### src/rtl/modem_pkg.sv
// -----------------------------------------------------------------------------
// modem_pkg
// Shared types and constants for the modem symbol framer and related blocks.
//   - Mode-select encodings (ASK / FSK / PSK / QPSK)
//   - Framer state enum
//   - Idle-symbol constants
//   - Frame-length constants (depend on MODEM_FRAMER_PARITY_EN)
//   - Helpers: frame builder, symbol mapper, idle-symbol selector
// Optional feature macro: MODEM_FRAMER_PARITY_EN (inserts an even-parity bit).
// -----------------------------------------------------------------------------
package modem_pkg;

    localparam logic [1:0] MODE_ASK  = 2'd0;
    localparam logic [1:0] MODE_FSK  = 2'd1;
    localparam logic [1:0] MODE_PSK  = 2'd2;
    localparam logic [1:0] MODE_QPSK = 2'd3;

    typedef enum logic {
        IDLE = 1'b0,
        SEND = 1'b1
    } framer_state_t;

    localparam logic [1:0] SYM_IDLE_1B   = 2'b01;
    localparam logic [1:0] SYM_IDLE_QPSK = 2'b11;

    // Storage width of a frame: large enough for the QPSK-padded parity frame.
    localparam int FRAME_W = 12;

`ifdef MODEM_FRAMER_PARITY_EN
    localparam int FRAME_BITS = 11;
`else
    localparam int FRAME_BITS = 10;
`endif
    // QPSK pads an odd frame with one extra 1 so it splits into whole symbols.
    localparam int FRAME_BITS_QPSK = FRAME_BITS + (FRAME_BITS % 2);
    localparam int SYMS_1B         = FRAME_BITS;
    localparam int SYMS_QPSK       = FRAME_BITS_QPSK / 2;

    // b0 = start (0), b1..b8 = data LSB first, optional parity, then 1s
    // (stop bit and any QPSK pad).
    function automatic logic [FRAME_W-1:0] build_frame(input logic [7:0] data);
        logic [FRAME_W-1:0] f;
        f      = '1;
        f[0]   = 1'b0;
        f[8:1] = data;
`ifdef MODEM_FRAMER_PARITY_EN
        f[9]   = ^data;
`endif
        return f;
    endfunction

    // The earliest untransmitted bits sit in the LSBs of the frame register.
    function automatic logic [1:0] map_symbol(input logic [1:0] lsbs, input logic qpsk);
        return qpsk ? lsbs : {1'b0, lsbs[0]};
    endfunction

    function automatic logic [1:0] idle_symbol(input logic [1:0] mode);
        return (mode == MODE_QPSK) ? SYM_IDLE_QPSK : SYM_IDLE_1B;
    endfunction

endpackage

### src/rtl/modem_sym_timer.sv
// -----------------------------------------------------------------------------
// modem_sym_timer
// Symbol-period divider: counts 0..SYM_DIV-1 on enabled cycles and wraps.
// Shared by the framer and the demodulator sampler.
// Ports:
//   clk, rst    clock, asynchronous active-high reset
//   clear       synchronous restart to 0 (priority over ena)
//   ena         advance the count this cycle
//   tick        count is at SYM_DIV-1 (final cycle of the symbol)
//   count       current count
// -----------------------------------------------------------------------------
module modem_sym_timer #(
    parameter int SYM_DIV = 16,
    parameter int DIV_W   = $clog2(SYM_DIV)
) (
    input  logic             clk,
    input  logic             rst,
    input  logic             clear,
    input  logic             ena,
    output logic             tick,
    output logic [DIV_W-1:0] count
);

    localparam logic [DIV_W-1:0] LAST = DIV_W'(SYM_DIV - 1);

    logic [DIV_W-1:0] r_count;

    // NOTE: clocked state uses non-blocking assignments so every register
    // samples pre-edge values and simulation matches the synthesized flops.
    always_ff @(posedge clk or posedge rst) begin
        if (rst) begin
            r_count <= '0;
        end else if (clear) begin
            r_count <= '0;
        end else if (ena) begin
            r_count <= (r_count == LAST) ? '0 : r_count + DIV_W'(1);
        end
    end

    assign tick  = (r_count == LAST);
    assign count = r_count;

endmodule

### src/rtl/modem_symbol_framer.sv
// -----------------------------------------------------------------------------
// modem_symbol_framer
// Accepts bytes over valid/ready, wraps each in a start/data/[parity]/stop
// frame and emits it as a paced symbol stream (1 bit/symbol for ASK/FSK/PSK,
// 2 bits/symbol for QPSK), each symbol held for SYM_DIV enabled cycles.
// Optional feature macro: MODEM_FRAMER_PARITY_EN (even parity before stop).
// Ports:
//   clk, rst     clock, asynchronous active-high reset
//   ena          global enable; low freezes the block
//   sel          mode select (0 ASK, 1 FSK, 2 PSK, 3 QPSK)
//   byte_data    byte to transmit
//   byte_valid   byte_data is valid
//   byte_ready   byte accepted this cycle if valid (combinational)
//   sym_out      current symbol (registered)
//   sym_strobe   first cycle of each frame symbol (registered)
//   busy         frame in progress (registered)
// -----------------------------------------------------------------------------
module modem_symbol_framer
    import modem_pkg::*;
#(
    parameter int SYM_DIV = 16,
    parameter int DIV_W   = $clog2(SYM_DIV)
) (
    input  logic       clk,
    input  logic       rst,
    input  logic       ena,
    input  logic [1:0] sel,
    input  logic [7:0] byte_data,
    input  logic       byte_valid,
    output logic       byte_ready,
    output logic [1:0] sym_out,
    output logic       sym_strobe,
    output logic       busy
);

    localparam logic [DIV_W-1:0] TIMER_LAST = DIV_W'(SYM_DIV - 1);

    framer_state_t      r_state, w_state_next;
    logic [FRAME_W-1:0] r_frame, w_frame_next, w_new_frame, w_shifted;
    logic               r_qpsk, w_qpsk_next, w_new_qpsk;
    logic [3:0]         r_idx, w_idx_next;
    logic [1:0]         r_sym, w_sym_next;
    logic               r_strobe, w_strobe_next;
    logic               r_busy, w_busy_next;

    logic               w_tick, w_timer_clear;
    logic [DIV_W-1:0]   w_count;
    logic               w_last_sym, w_last_cycle, w_accept;

    modem_sym_timer #(
        .SYM_DIV (SYM_DIV),
        .DIV_W   (DIV_W)
    ) u_timer (
        .clk   (clk),
        .rst   (rst),
        .clear (w_timer_clear),
        .ena   (ena),
        .tick  (w_tick),
        .count (w_count)
    );

    assign w_last_sym   = (r_idx == (r_qpsk ? 4'(SYMS_QPSK - 1) : 4'(SYMS_1B - 1)));
    assign w_last_cycle = (r_state == SEND) && w_last_sym && (w_count == TIMER_LAST);
    assign byte_ready   = ena && ((r_state == IDLE) || w_last_cycle);
    assign w_accept     = byte_valid && byte_ready;

    assign w_new_frame  = build_frame(byte_data);
    assign w_new_qpsk   = (sel == MODE_QPSK);
    // Consumed bits drop out of the bottom; the mode is latched per frame so a
    // live sel change cannot alter the shift width mid-frame.
    assign w_shifted    = r_qpsk ? (r_frame >> 2) : (r_frame >> 1);

    always_comb begin
        // NOTE: every combinational output gets a default first so no path
        // leaves it unassigned, which would infer a latch.
        w_state_next  = r_state;
        w_frame_next  = r_frame;
        w_qpsk_next   = r_qpsk;
        w_idx_next    = r_idx;
        w_sym_next    = r_sym;
        w_strobe_next = 1'b0;
        w_busy_next   = r_busy;
        w_timer_clear = 1'b0;

        if (ena) begin
            if (w_accept) begin
                // Covers both a fresh start from IDLE and a back-to-back
                // accept on the final cycle of the previous frame.
                w_state_next  = SEND;
                w_frame_next  = w_new_frame;
                w_qpsk_next   = w_new_qpsk;
                w_idx_next    = '0;
                w_sym_next    = map_symbol(w_new_frame[1:0], w_new_qpsk);
                w_strobe_next = 1'b1;
                w_busy_next   = 1'b1;
                w_timer_clear = 1'b1;
            end else if (r_state == IDLE) begin
                w_sym_next    = idle_symbol(sel);
                w_busy_next   = 1'b0;
                w_timer_clear = 1'b1;
            end else if (w_tick) begin
                if (w_last_sym) begin
                    w_state_next = IDLE;
                    w_idx_next   = '0;
                    w_sym_next   = idle_symbol(sel);
                    w_busy_next  = 1'b0;
                end else begin
                    w_frame_next  = w_shifted;
                    w_idx_next    = r_idx + 4'd1;
                    w_sym_next    = map_symbol(w_shifted[1:0], r_qpsk);
                    w_strobe_next = 1'b1;
                end
            end
        end
    end

    always_ff @(posedge clk or posedge rst) begin
        if (rst) begin
            r_state <= IDLE;
        end else begin
            r_state <= w_state_next;
        end
    end

    always_ff @(posedge clk or posedge rst) begin
        if (rst) begin
            r_frame  <= '1;
            r_qpsk   <= 1'b0;
            r_idx    <= '0;
            r_sym    <= SYM_IDLE_1B;
            r_strobe <= 1'b0;
            r_busy   <= 1'b0;
        end else begin
            r_frame  <= w_frame_next;
            r_qpsk   <= w_qpsk_next;
            r_idx    <= w_idx_next;
            r_sym    <= w_sym_next;
            r_strobe <= w_strobe_next;
            r_busy   <= w_busy_next;
        end
    end

    assign sym_out    = r_sym;
    assign sym_strobe = r_strobe;
    assign busy       = r_busy;

endmodule
### config.mk
export PLATFORM = sky130hd
export DESIGN_NAME = modem_symbol_framer
export DESIGN_NICKNAME = d
export VERILOG_FILES = /design/src/rtl/modem_pkg.sv /design/src/rtl/modem_sym_timer.sv /design/src/rtl/modem_symbol_framer.sv
export SDC_FILE = /design/constraint.sdc
export NUM_CORES = 1
export LEC_CHECK = 0
export BUFFER_PORTS_ARGS = -buffer_cell sky130_fd_sc_hd__buf_2
export CAP_MARGIN = 40
export CORE_MARGIN = 5
export CORE_UTILIZATION = 60
export CTS_CLUSTER_SIZE = 28
export DETAILED_ROUTE_END_ITERATION = 8
export GPL_ROUTABILITY_DRIVEN = 0
export GPL_TIMING_DRIVEN = 0
export PLACE_DENSITY = 0.85
export SLEW_MARGIN = 5
export SYNTH_ARGS = -nofsm -noshare
export SYNTH_HDL_FRONTEND = slang
export SYNTH_SLANG_ARGS = --single-unit
### constraint.sdc
create_clock -name clk -period 2.5 [get_ports clk]
set_input_delay 0.125 -clock clk [delete_from_list [all_inputs] [get_ports clk]]
set_output_delay 0.125 -clock clk [all_outputs]
set_load 0.02 [all_outputs]
== Yosys cells after proc, flatten, opt, wreduce, memory -nomap -nowiden ==
Index checks and enable logic that the tools add are counted.

* Register bits after elaboration: 26
* Word-level logic and storage cells: 65

* $add $sub $neg: 2
* Equality and inequality tests: 6
* Muxes and demuxes: 35
* Bitwise operators: 1
* Reductions and logical operators: 13

{| class="wikitable"
|+ Operator list
! operator !! number
|-
| $mux 12 || 4
|-
| $mux 4 || 8
|-
| $mux 1 || 15
|-
| $mux 2 || 7
|-
| $mux 11 || 1
|-
| $add 4x1->4 const B || 2
|-
| $ne 3x1->1 const B || 2
|-
| $reduce_and 3->1 || 2
|-
| $reduce_bool 2->1 || 3
|-
| $eq 4x4->1 || 1
|-
| $eq 4x4->1 const B || 1
|-
| $logic_and 1x1->1 || 4
|-
| $reduce_and 2->1 || 2
|-
| $reduce_and 4->1 || 1
|-
| $eq 2x2->1 const B || 1
|-
| $ne 2x1->1 const B || 1
|-
| $logic_or 1x1->1 || 1
|-
| $not 1->1 || 1
|}

== Longest topological paths before layout ==
Gate-level depths: netlist of the first run.

* Word-level depth: 10
* Mapped depth: 6

== Hierarchy ==
Synthesis of the first run repeated with hierarchy kept, for this count alone.

* Cells, all modules: 161
* Area total of the unflattened synthesis: 1525.2 µm²

{| class="wikitable"
|+ By module, submodules not included
! module !! instances !! cells each !! area each (µm²) !! sequential area each (µm²)
|-
| modem_symbol_framer || 1 || 140 || 1315.0 || 540.5
|-
| modem_sym_timer || 1 || 21 || 210.2 || 100.1
|}

== Least setup slack after synthesis of the first run ==
Ideal clock, no wire load.

* Path type: reg2reg
* From: register u_timer.r_count[0], in the netlist u_timer.count[0]
* To: register r_frame[2]
* Setup time: 0.083 ns
* Arrival: 1.576 ns
* Required time: 2.417 ns
* Setup slack: 0.840 ns
* Stages on the path, launching flop included: 7
* Period minus slack after synthesis: 1.660 ns
* Cells stage by stage: dfrtp_1 > ha_1 > nand3_4 > a211oi_4 > nand2b_2 > buf_6 > a221o_1

* Longest elaborated chain between the ends: 7
* Elaborated cells on any way between the ends: 10
* Classes of those cells: eq/ne (2); mux (1); reduce/logical (7)

{| class="wikitable"
|+ RTL lines
! what !! line !! text
|-
| start, declared || modem_sym_timer.sv:26 || <nowiki>logic [DIV_W-1:0] r_count;</nowiki>
|-
| start signal, assigned || modem_sym_timer.sv:36 || <nowiki>r_count <= (r_count == LAST) ? '0 : r_count + DIV_W'(1);</nowiki>
|-
| $eq 4x4->1 * || modem_sym_timer.sv:40, modem_symbol_framer.sv:63 ||
|-
| $logic_and 1x1->1 || modem_symbol_framer.sv:63 || <nowiki>assign w_last_cycle = (r_state == SEND) && w_last_sym && (w_count == TIMER_LAST);</nowiki>
|-
| $logic_or 1x1->1 || modem_symbol_framer.sv:64 || <nowiki>assign byte_ready = ena && ((r_state == IDLE) || w_last_cycle);</nowiki>
|-
| $logic_and 1x1->1 || modem_symbol_framer.sv:64 ||
|-
| $logic_and 1x1->1 || modem_symbol_framer.sv:65 || <nowiki>assign w_accept = byte_valid && byte_ready;</nowiki>
|-
| $ne 2x1->1 (no line) / $reduce_bool 2->1 (equally long branches) || n/a ||
|-
| $reduce_and 4->1 (no line) || n/a ||
|-
| end signal, assigned || modem_symbol_framer.sv:134 || <nowiki>r_frame <= w_frame_next;</nowiki>
|-
| end, declared || modem_symbol_framer.sv:39 || <nowiki>logic [FRAME_W-1:0] r_frame, w_frame_next, w_new_frame, w_shifted;</nowiki>
|}

Every way passes the cells marked *; elsewhere a longest branch is shown, timed or not.
A chain may end at the register's enable or synchronous reset.

== Final worst setup path of the first run ==
* From: register r_idx[2]
* To: output port byte_ready

* Longest elaborated chain between the ends: 5

{| class="wikitable"
|+ RTL lines
! what !! line !! text
|-
| start, declared || modem_symbol_framer.sv:41 || <nowiki>logic [3:0] r_idx, w_idx_next;</nowiki>
|-
| start signal, assigned || modem_symbol_framer.sv:136 || <nowiki>r_idx <= w_idx_next;</nowiki>
|-
| $eq 4x4->1 || modem_symbol_framer.sv:62 || <nowiki>assign w_last_sym = (r_idx == (r_qpsk ? 4'(SYMS_QPSK - 1) : 4'(SYMS_1B - 1)));</nowiki>
|-
| $logic_and 1x1->1 (2 in a row) || modem_symbol_framer.sv:63 ||
|-
| $logic_or 1x1->1 || modem_symbol_framer.sv:64 ||
|-
| $logic_and 1x1->1 || modem_symbol_framer.sv:64 ||
|-
| end, declared || modem_symbol_framer.sv:30 || <nowiki>output logic byte_ready,</nowiki>
|}

Every way passes these cells.

==> reports/metrics.cfg, run 1 <==
[synthesis]
synth_most_common_cell=dfrtp_1
ys_seq_area_frac=0.462
syn_inst=132
synth_edf_count=0
netlist_area_sq_um=1390
ys_ff_latch=25
netlist.top_cell.by_area=dfrtp_1
ys_top_cells_by_area=dfrtp_1 23%, dfstp_2 23%, mux2i_1 8.7%
synth_ff_type=dfrtp_1
synth_cell_type_count=41
syn-num-nets=148
yosys-top-cells-count=13 x dfrtp_1, 12 x dfstp_2, 12 x inv_1, 12 x mux2i_1, 8 x nor3_1
yosysWarningCount=0
async_flop_share=1.00
yosys.area.top_type_share=0.235
avgSynthCellArea_sq_um=10.5

[floorplanning]
chipWidth_microns=58.1
core_sq_um=2210
die_h_microns=58.1
die_area_sq_um=3370
initial_utilization=0.627
ios=19
num_rows=17

[critical_path]
criticalPathCategory=reg -> out
critPathMaxStageDelay_ns=0.45
cp_top_family=compound AO/OA/AOI/OAI gates
arrival_ns=1.96
worstSetupStartpointType=register
worstPathCellList=nand4bb_1 -> a211oi_2 -> o21ai_0 -> inv_1 -> buf_2
path_buf_inv=2
crit_fanout=5
critical_path_required_ns=2.38
cp_slowest_cell=dfrtp_1
cp-end-kind=primary output

[min_path]
hp-class=in -> reg

[cts]
cts-htree-levels=1
cts_tree=built
cts_buffers=3
hold_buffers=1
cts_num_sinks=25
cts_resized=0
cts_setup_buffers=0
root_buffer=clkbuf_4
clkLatencyLatePin_ns=0.32
clock_path_buffers=2
clkTransAtPathRegs_ns=0.14

[placed_design]
post-place-cells=179
placed_area_sq_um=1530
dp_hpwl_microns=2330
portBuffers=18

[sta]
period_minus_slack_ns=2.09
finalCritPeriodShare=0.836
setup_tns_ns=0
maxSlewViolCount=0
finalHoldViolations=0
relSlewSlack=0.709
skew_ns=0.00618
fmaxAchievable_mhz=479
rsz0062_at_grt=no
setup_viol=0
tightest_slew_ns=0.436

[power_and_ir_drop]
p_switching_uw=370
pwr-share-comb=0.259
pwr-share-seq=0.578
power.density_nw_per_um2=723
max-vdd-ir-drop_v=0.000556
swShare=0.327
cellLeakagePower_nw=0.761
power.internal_uw=761
clkPwrFrac=0.163

[drt]
routed_wirelength_microns=3080
wl_per_cell_microns=16.7
vias_per_cell=5.98
first_iter_violations=30
ant_nets=0
first_pass_iters=4
dr_total_vias=1101
drc=0

[layout]
nFillCells=183
drive_above_1_share=0.321
syn2layout_area_growth_pct=12.8
insertedDiodeCount=0
final_area_sq_um=1560
fin_util=0.707
fin_cells=184
fin_nets=173

[global_route]
grt_overflow_total=0
grt_max_degree=16
grt_pass1_vias=1162
grt_usage=0.199
antenna_found_initial=0
grt_pass1_wl_microns=5160

[run_status]
status=finished clean

[run]
cap_violations=0

[layer usage]
| metal | track usage | share of wire |
|---|---|---|
| met1 | 0.250 | 0.44 |
| met2 | 0.337 | 0.49 |
| met3 | 0.0267 | 0.047 |
| met4 | 0.0927 | 0.021 |
| met5 | 0 | 0 |
[area by class of cell]
type,count,area [sq um],area share
timing repair buffer,20,115,0.0736
tap,28,35.0,0.0224
sequential,25,641,0.410
inverter,12,45.0,0.0288
clock buffer,3,22.5,0.0144
multi-input combinational,89,663,0.424
buffer,6,37.5,0.0240
clock inverter,1,5.00,0.00320
[cells in the final DEF, fill, tap and decap left out, types with 3 or more instances in the layout]
cell | Yosys | routed
a21oi_1 | 3 | 3
a221o_1 | 7 | 7
and2_1 | 4 | 4
buf_2 | 3 | 21
clkbuf_4 | 0 | 3
dfrtp_1 | 13 | 13
dfstp_2 | 12 | 12
inv_1 | 12 | 12
mux2i_1 | 12 | 12
nand2_1 | 7 | 7
nand3_1 | 5 | 5
nor2_1 | 4 | 4
nor3_1 | 8 | 8
o21ai_0 | 6 | 6
[worst reg2reg max path, stage by stage, from the launching register on]
cell and delay (ns):
dfrtp_1 0.41, ha_1 0.26, nand3_4 0.14, a211oi_4 0.44, nand2b_2 0.12, buf_6 0.16, a221o_1 0.32
[cell families (layout without fill, tap and decap cells)]
family	Yosys count	in the layout	synth area share
and+or+nand+nor	39	39	0.162
AOI/OAI and AO/OA	36	36	0.211
DFF	25	25	0.462
buffers and inverters	18	42	0.0596
muxes	12	12	0.0866
adders and majority gates	2	2	0.0180
[metrics by stage]
| step | power [mW] | hold slack [ns] | setup WS, ns |
|---|---|---|---|
| 6_report | 1.13 | 0.0299 | 0.410 |
| 3_3_place_gp | 0.922 | 0.358 | 0.714 |
| 3_5_place_dp | 0.958 | 0.141 | 0.603 |
| 4_1_cts | 1.14 | 0.0235 | 0.382 |
| 5_1_grt | 1.20 | 0.0188 | 0.195 |
| 2_1_floorplan | 0.859 | 0.143 | 0.840 |
[state kept, by name (all words and copies together) (netlist names)]
signal         cells
r_idx              4
sym_out            2
r_qpsk             1
r_frame           11
busy               1
u_timer.count      4
sym_strobe         1
r_state            1
[power by group through the flow]
stage               clock network [mW]  registers, mW  logic, mW
floorplan                            0          0.654      0.204
global placement                     0          0.648      0.274
detailed placement                   0          0.661      0.296
CTS                              0.190          0.653      0.299
global route                     0.207          0.670      0.323
finish                           0.184          0.654      0.293
[final timing paths]
path                                  startpoint  slack (ns)    endpoint  cells past startpoint
worst min register to register        r_frame[9]        0.51  r_frame[9]                      2
min in group asynchronous                    rst        0.31    r_idx[1]                      3
max in group asynchronous                    rst        1.65  r_frame[2]                      4
worst max register to register  u_timer.count[0]        0.58  r_frame[3]                      6
worst max-delay path                    r_idx[2]        0.41  byte_ready                      5
worst min-delay path                byte_data[4]        0.03  r_frame[5]                      2
Note: power is estimated with default switching activity, not from simulation.
==> run 2, diff against run 1 <==
--- a/config.mk
+++ b/config.mk
@@ -5,15 +5,16 @@
 export SDC_FILE = /design/constraint.sdc
 export NUM_CORES = 1
 export LEC_CHECK = 0
+export ABC_AREA = 1
 export BUFFER_PORTS_ARGS = -buffer_cell sky130_fd_sc_hd__buf_2
 export CAP_MARGIN = 40
 export CORE_MARGIN = 5
-export CORE_UTILIZATION = 60
+export CORE_UTILIZATION = 57
 export CTS_CLUSTER_SIZE = 28
 export DETAILED_ROUTE_END_ITERATION = 8
 export GPL_ROUTABILITY_DRIVEN = 0
 export GPL_TIMING_DRIVEN = 0
-export PLACE_DENSITY = 0.85
+export PLACE_DENSITY = 0.81
 export SLEW_MARGIN = 5
 export SYNTH_ARGS = -nofsm -noshare
 export SYNTH_HDL_FRONTEND = slang
==> constraint.sdc (replaced) <==
create_clock -name clk -period 2.1 [get_ports clk]
set_input_delay 0.105 -clock clk [delete_from_list [all_inputs] [get_ports clk]]
set_output_delay 0.105 -clock clk [all_outputs]
set_load 0.02 [all_outputs]
==> run 2 against run 1 <==
Compared with the run above:
- non-clock buffer count grew 5
- count of clock-buffer cells in the layout is the same
- die area grew 12%
- critical endpoint unchanged
- clock skew grew 0.0037 ns
- sequential share of layout area shrank 3.1 points
- power grew 21%
- clock power grew 20%
- via count grew 22%
- final cell count grew 38%
- sequential cell count is the same
- synthesized cell count grew 51%
==> reports/metrics.cfg, run 2 <==
[synthesis]
netlist_area_sq_um=1500  ; +8.5%
yosys.area.top_type_share=0.216  ; -0.0184
synth_edf_count=0  ; unchanged
yosys-top-cells-count=86 x nand2_1, 17 x inv_1, 14 x o21ai_0, 13 x dfrtp_1, 12 x dfstp_2
ys_seq_area_frac=0.426  ; -0.0361
syn_inst=199  ; +51%
synth_ff_type=dfrtp_1
synth_cell_type_count=26  ; -37%
synth_most_common_cell=nand2_1
syn-num-nets=215  ; +45%
ys_ff_latch=25  ; unchanged
netlist.top_cell.by_area=dfrtp_1
yosysWarningCount=0  ; unchanged
avgSynthCellArea_sq_um=7.56  ; -28%
async_flop_share=1.00  ; unchanged
ys_top_cells_by_area=dfrtp_1 22%, nand2_1 21%, dfstp_2 21%

[global_route]
grt_usage=0.204  ; +0.00513
grt-busiest-layer=met2
grtUsageMet1=0.272  ; +0.0215
grt_pass1_vias=1279  ; +10%
grt_max_degree=15  ; -1
grt_pass1_wl_microns=5730  ; +11%
grt_use_met2=0.346  ; +0.00882
gr-usage-met3=0.0231  ; -0.00367
antenna_found_initial=0  ; unchanged
grt_overflow_total=0  ; unchanged

[cts]
clock_path_buffers=2  ; unchanged
cts_buffers=3  ; unchanged
cts_tree=built
root_buffer=clkbuf_4
clkLatencyLatePin_ns=0.32  ; about the same
cts-htree-levels=1  ; unchanged
cts_num_sinks=25  ; unchanged
clkTransAtPathRegs_ns=0.13  ; about the same

[sta]
setup_viol=0  ; unchanged
fmaxAchievable_mhz=512
rsz0062_at_grt=no
tightest_slew_ns=0.491  ; +0.0558 ns
setup_tns_ns=0  ; unchanged
maxSlewViolCount=0  ; unchanged
finalHoldViolations=0  ; unchanged
skew_ns=0.00993  ; +0.00375 ns
timing.hold.ws_ns=0.0217  ; -0.00826 ns
period_minus_slack_ns=1.95
finalCritPeriodShare=0.931
relSlewSlack=0.672  ; -0.0373

[critical_path]
arrival_ns=1.85  ; -0.11 ns
worstSetupStartpointType=register
criticalPathCategory=reg -> out
critPathMaxStageDelay_ns=0.42  ; -0.03 ns
cp_slowest_cell=dfrtp_1
worstPathCellList=ha_1 -> nand3_2 -> a21oi_4 -> clkbuf_4 -> nand2_1 -> inv_1 -> buf_2
cp-end-kind=primary output
crit_fanout=10  ; +5
reg2regPathDepth=10  ; +4
r2r_start=u_timer.count[0]
critical_path_required_ns=2.00  ; -0.38 ns
crit_start=u_timer.count[0]

[placed_design]
portBuffers=17  ; -1
dp_hpwl_microns=2480  ; +6.4%
placed_area_sq_um=1640  ; +7.5%
post-place-cells=247  ; +38%

[drt]
wl_per_cell_microns=13.0  ; -22%
vias_per_cell=5.30  ; -11%
ant_nets=0  ; unchanged
first_iter_violations=90  ; +200%
dr_total_vias=1341  ; +22%
first_pass_iters=6  ; +2
routed_wirelength_microns=3290  ; +6.9%
drc=0  ; unchanged

[layout]
syn2layout_area_growth_pct=12.5
fin_util=0.677  ; -0.0303
final_area_sq_um=1690  ; +8.2%
regMostFlops=r_frame
final_cell_mix=86 x nand2_1, 18 x buf_2, 17 x inv_1
insertedDiodeCount=0  ; unchanged
fin_cells=253  ; +38%
largest_reg_flops=11  ; unchanged
nFillCells=214  ; +17%
fin_nets=240  ; +39%
drive_above_1_share=0.229  ; -0.0918
final_common_cell=nand2_1

[floorplanning]
chipWidth_microns=61.4  ; +5.7%
initial_utilization=0.602  ; -0.0251
core_sq_um=2500  ; +13%
die_area_sq_um=3770  ; +12%
die_h_microns=61.4  ; +5.7%
num_rows=18  ; +1
ios=19  ; unchanged

[run]
cap_violations=0  ; unchanged

[min_path]
hp-class=in -> reg
hp-start=ena
min_path_cells=2  ; unchanged

[power_and_ir_drop]
cellLeakagePower_nw=0.859  ; +13%
power.density_nw_per_um2=808  ; +12%
max-vdd-ir-drop_v=0.000633  ; +14%

[run_status]
status=finished clean

## run 2: critical path, delay by kind of cell (launching register included)
family	cells	cell delay (ns)
AO/OA/AOI/OAI	1	0.19
adder cells (fa/ha/maj)	1	0.23
buffers and inverters	3	0.44
flip-flops	1	0.42
AND/OR/NAND/NOR	2	0.23
## run 2: worst paths after layout
check / end / slack, ns
setup / recovery: byte_ready / 0.15
hold / removal: u_timer.count[2] / 0.02
setup reg to reg: r_frame[11] / 0.39
hold reg to reg: r_frame[4] / 0.48
max in group asynchronous: r_frame[6] / 1.23
min in group asynchronous: u_timer.count[3] / 0.34
## run 2: final cells by class
cell class / instances / area (sq um) / area share
clock buffers: 3 / 22.5 / 0.0133
flip-flops and latches: 25 / 641 / 0.379
well taps: 30 / 37.5 / 0.0222
multi-input cells: 144 / 721 / 0.426
inverters: 19 / 71.3 / 0.0422
plain buffers: 10 / 68.8 / 0.0407
clock inverters: 1 / 5.00 / 0.00296
repair buffers: 21 / 125 / 0.0740
## run 2: cell families after synthesis
group / Yosys count / share of synthesized area
adder cells (fa/ha/maj): 2 / 0.0166
AO/OA/AOI/OAI: 24 / 0.0990
flip-flops: 25 / 0.426
XOR/XNOR: 4 / 0.0233
buffers and inverters: 30 / 0.0948
AND/OR/NAND/NOR: 114 / 0.340
## run 2: what timing repair did
item                       in CTS  in global routing
setup endpoints to repair       0                  1
setup buffers                   0                  2
hold buffers                    1                  0
hold endpoints to repair        7                  0
gates resized for setup         0                  1
## run 2: metal layers
layer | part of all wire | up-vias
li1 | - | 688
met1 | 0.47 | 613
met2 | 0.48 | 36
met3 | 0.047 | 4
met4 | 0.011 | 0
met5 | 0 | -
## run 2: through the flow
stage                     setup slack [ns]  total power, mW
after global routing                0.0105             1.47
after global placement               0.446             1.11
after CTS                           0.0188             1.37
final                                0.145             1.37
after floorplan                      0.648             1.04
after detailed placement             0.407             1.14
## run 2: where the power goes
part / internal, mW / switching (mW)
sequential: 0.629 / 0.100
combinational: 0.181 / 0.237
clock: 0.0714 / 0.148
==> run 3, diff against run 2 <==
--- a/config.mk
+++ b/config.mk
@@ -15,6 +15,7 @@
 export GPL_ROUTABILITY_DRIVEN = 0
 export GPL_TIMING_DRIVEN = 0
 export PLACE_DENSITY = 0.81
+export REMOVE_ABC_BUFFERS = 1
 export SLEW_MARGIN = 5
 export SYNTH_ARGS = -nofsm -noshare
 export SYNTH_HDL_FRONTEND = slang
==> constraint.sdc (replaced) <==
create_clock -name clk -period 1.8 [get_ports clk]
set_input_delay 0.09 -clock clk [delete_from_list [all_inputs] [get_ports clk]]
set_output_delay 0.09 -clock clk [all_outputs]
set_load 0.02 [all_outputs]
==> run 3 against run 2 <==
Compared with the run above:
- sequential share of layout area fell by 2.0 points
- non-clock buffer count grew 4
- sequential cell count unchanged
- via count grew 6.9%
- first-iteration DRC count increased by 8.9%
- sequential power up 17%
- design area is 5.9% higher
- global-route usage grew 1.5 points
- die area is the same
==> reports/metrics.cfg, run 3 (synthesis gave the netlist of run 2 again) <==
[layout]
final_area_sq_um=1790  ; +5.9%
insertedDiodeCount=0  ; unchanged
drive_above_1_share=0.272  ; +0.0432
largest_reg_flops=11  ; unchanged
regMostFlops=r_frame
final_common_cell=nand2_1
syn2layout_area_growth_pct=19.1
final_cell_mix=84 x nand2_1, 18 x buf_2, 17 x inv_1
fin_cells=258  ; +2.0%
fin_nets=245  ; +2.1%

[sta]
setup_tns_ns=0  ; unchanged
fmaxAchievable_mhz=572
finalCritPeriodShare=0.971
timing.hold.ws_ns=0.0499  ; +0.0282 ns
setup_viol=0  ; unchanged
maxSlewViolCount=0  ; unchanged
finalHoldViolations=0  ; unchanged
tightest_slew_ns=0.485  ; -0.00607 ns
skew_ns=0.00808  ; -0.00185 ns
period_minus_slack_ns=1.75
rsz0062_at_grt=yes
relSlewSlack=0.676  ; +0.00441

[drt]
wl_per_cell_microns=14.5  ; +11%
first_pass_iters=4  ; -2
first_iter_violations=98  ; +8.9%
ant_nets=0  ; unchanged
routed_wirelength_microns=3740  ; +14%
drc=0  ; unchanged
dr_total_vias=1434  ; +6.9%
vias_per_cell=5.56  ; +4.9%

[cts]
cts_buffers=3  ; unchanged
clkLatencyLatePin_ns=0.34  ; +0.02 ns
clock_path_buffers=2  ; unchanged
cts_tree=built
clkTransAtPathRegs_ns=0.14  ; about the same
cts_num_sinks=25  ; unchanged
root_buffer=clkbuf_4
cts-htree-levels=1  ; unchanged

[floorplanning]
die_h_microns=61.4  ; unchanged
num_rows=18  ; unchanged
die_area_sq_um=3770  ; unchanged
initial_utilization=0.602  ; unchanged
ios=19  ; unchanged
chipWidth_microns=61.4  ; unchanged
core_sq_um=2500  ; unchanged

[critical_path]
critical_path_required_ns=2.08  ; +0.08 ns
worstSetupStartpointType=register
criticalPathCategory=reg -> reg
r2r_start=r_qpsk
crit_start=r_qpsk
r2r_setup_slack_ns=0.05  ; -0.34 ns
cp-endpoint=r_frame[9]
r2r_end=r_frame[9]
crit_fanout=12  ; +2
cp-end-kind=register
arrival_ns=2.03  ; +0.18 ns
reg2regPathDepth=10  ; unchanged

[global_route]
grt_pass1_wl_microns=6000  ; +4.8%
grt_pass1_vias=1333  ; +4.2%
grt_usage=0.219  ; +0.0152
grt_max_degree=20  ; +5
grt_overflow_total=0  ; unchanged
antenna_found_initial=0  ; unchanged

[power_and_ir_drop]
power.internal_mw=1.06  ; +21%
max-vdd-ir-drop_v=0.000678  ; +7.0%
pwr-share-comb=0.327  ; +0.021
p_switching_uw=604  ; +24%
swShare=0.362  ; +0.00715
clkPwrFrac=0.160  ; about the same
power.density_nw_per_um2=931  ; +15%
pwr-share-seq=0.513  ; -0.020
p_total_mw=1.67  ; +22%
cellLeakagePower_nw=0.905  ; +5.4%

[placed_design]
post-place-cells=237  ; -4.0%
placed_area_sq_um=1590  ; -3.3%
portBuffers=18  ; +1
dp_hpwl_microns=2250  ; -9.2%

[min_path]
hp-class=in -> reg

[run_status]
status=finished clean

[run]
cap_violations=0  ; unchanged

[run 3: how the worst min path moves through the flow]
stage	cells after the start	slack (ns)	startpoint	to
CTS	2	0.05	ena	u_timer.count[2]
global placement	2	0.34	rst	sym_strobe
global route	2	0.08	ena	u_timer.count[2]
finish	5	0.05	byte_data[5]	r_frame[6]
floorplan	1	0.11	rst	busy
detailed placement	2	0.35	rst	r_frame[10]
[run 3: cell type report]
class,instances,area (sq um)
clock buffer,4,26.3
fill,183,708
inverter,19,76.3
multi-input combinational,145,769
sequential,25,642
tap,30,37.5
timing repair buffer,35,240
[run 3: metal layers]
metal / vias up / global-route usage / routed length [microns]
li1: 696 / - / -
met5: - / 0 / 0
met2: 58 / 0.353 / 1870
met1: 671 / 0.298 / 1530
met4: 0 / 0.0909 / 69
met3: 9 / 0.0294 / 278
[run 3: critical path, stage by stage (launching register included)]
cell and delay (ns):
dfrtp_2 0.48, inv_6 0.11, nand2_1 0.06, nand2_1 0.10
nand3_4 0.15, nand2_8 0.15, nand3_4 0.15, a21oi_4 0.19
buf_4 0.17, nand2_1 0.07, nand2_1 0.07
[run 3: power by group through the flow]
stage          combinational [mW]  sequential, mW  clock [mW]
2_1_floorplan               0.341           0.847           0
3_3_place_gp                0.431           0.848           0
6_report                    0.545           0.855       0.267
5_1_grt                     0.623           0.873       0.284
3_5_place_dp                0.467           0.856           0
4_1_cts                     0.516           0.841       0.266
[run 3: metrics by stage]
| stage | util | setup WS, ns |
|---|---|---|
| global placement | 0.624 | -0.329 |
| global route | 0.717 | -0.0282 |
| CTS | 0.681 | 0.0130 |
| finish | 0.717 | 0.0519 |
| floorplan | - | 0.0781 |
| detailed placement | 0.635 | -0.413 |
[run 3: repair_timing]
action	CTS	global route
pin swaps	2	3
buffers inserted	7	8
gates cloned	1	0
endpoints found under the setup margin	22	19
hold endpoints to repair	19	0
hold buffers	1	0
resized for setup	4	6
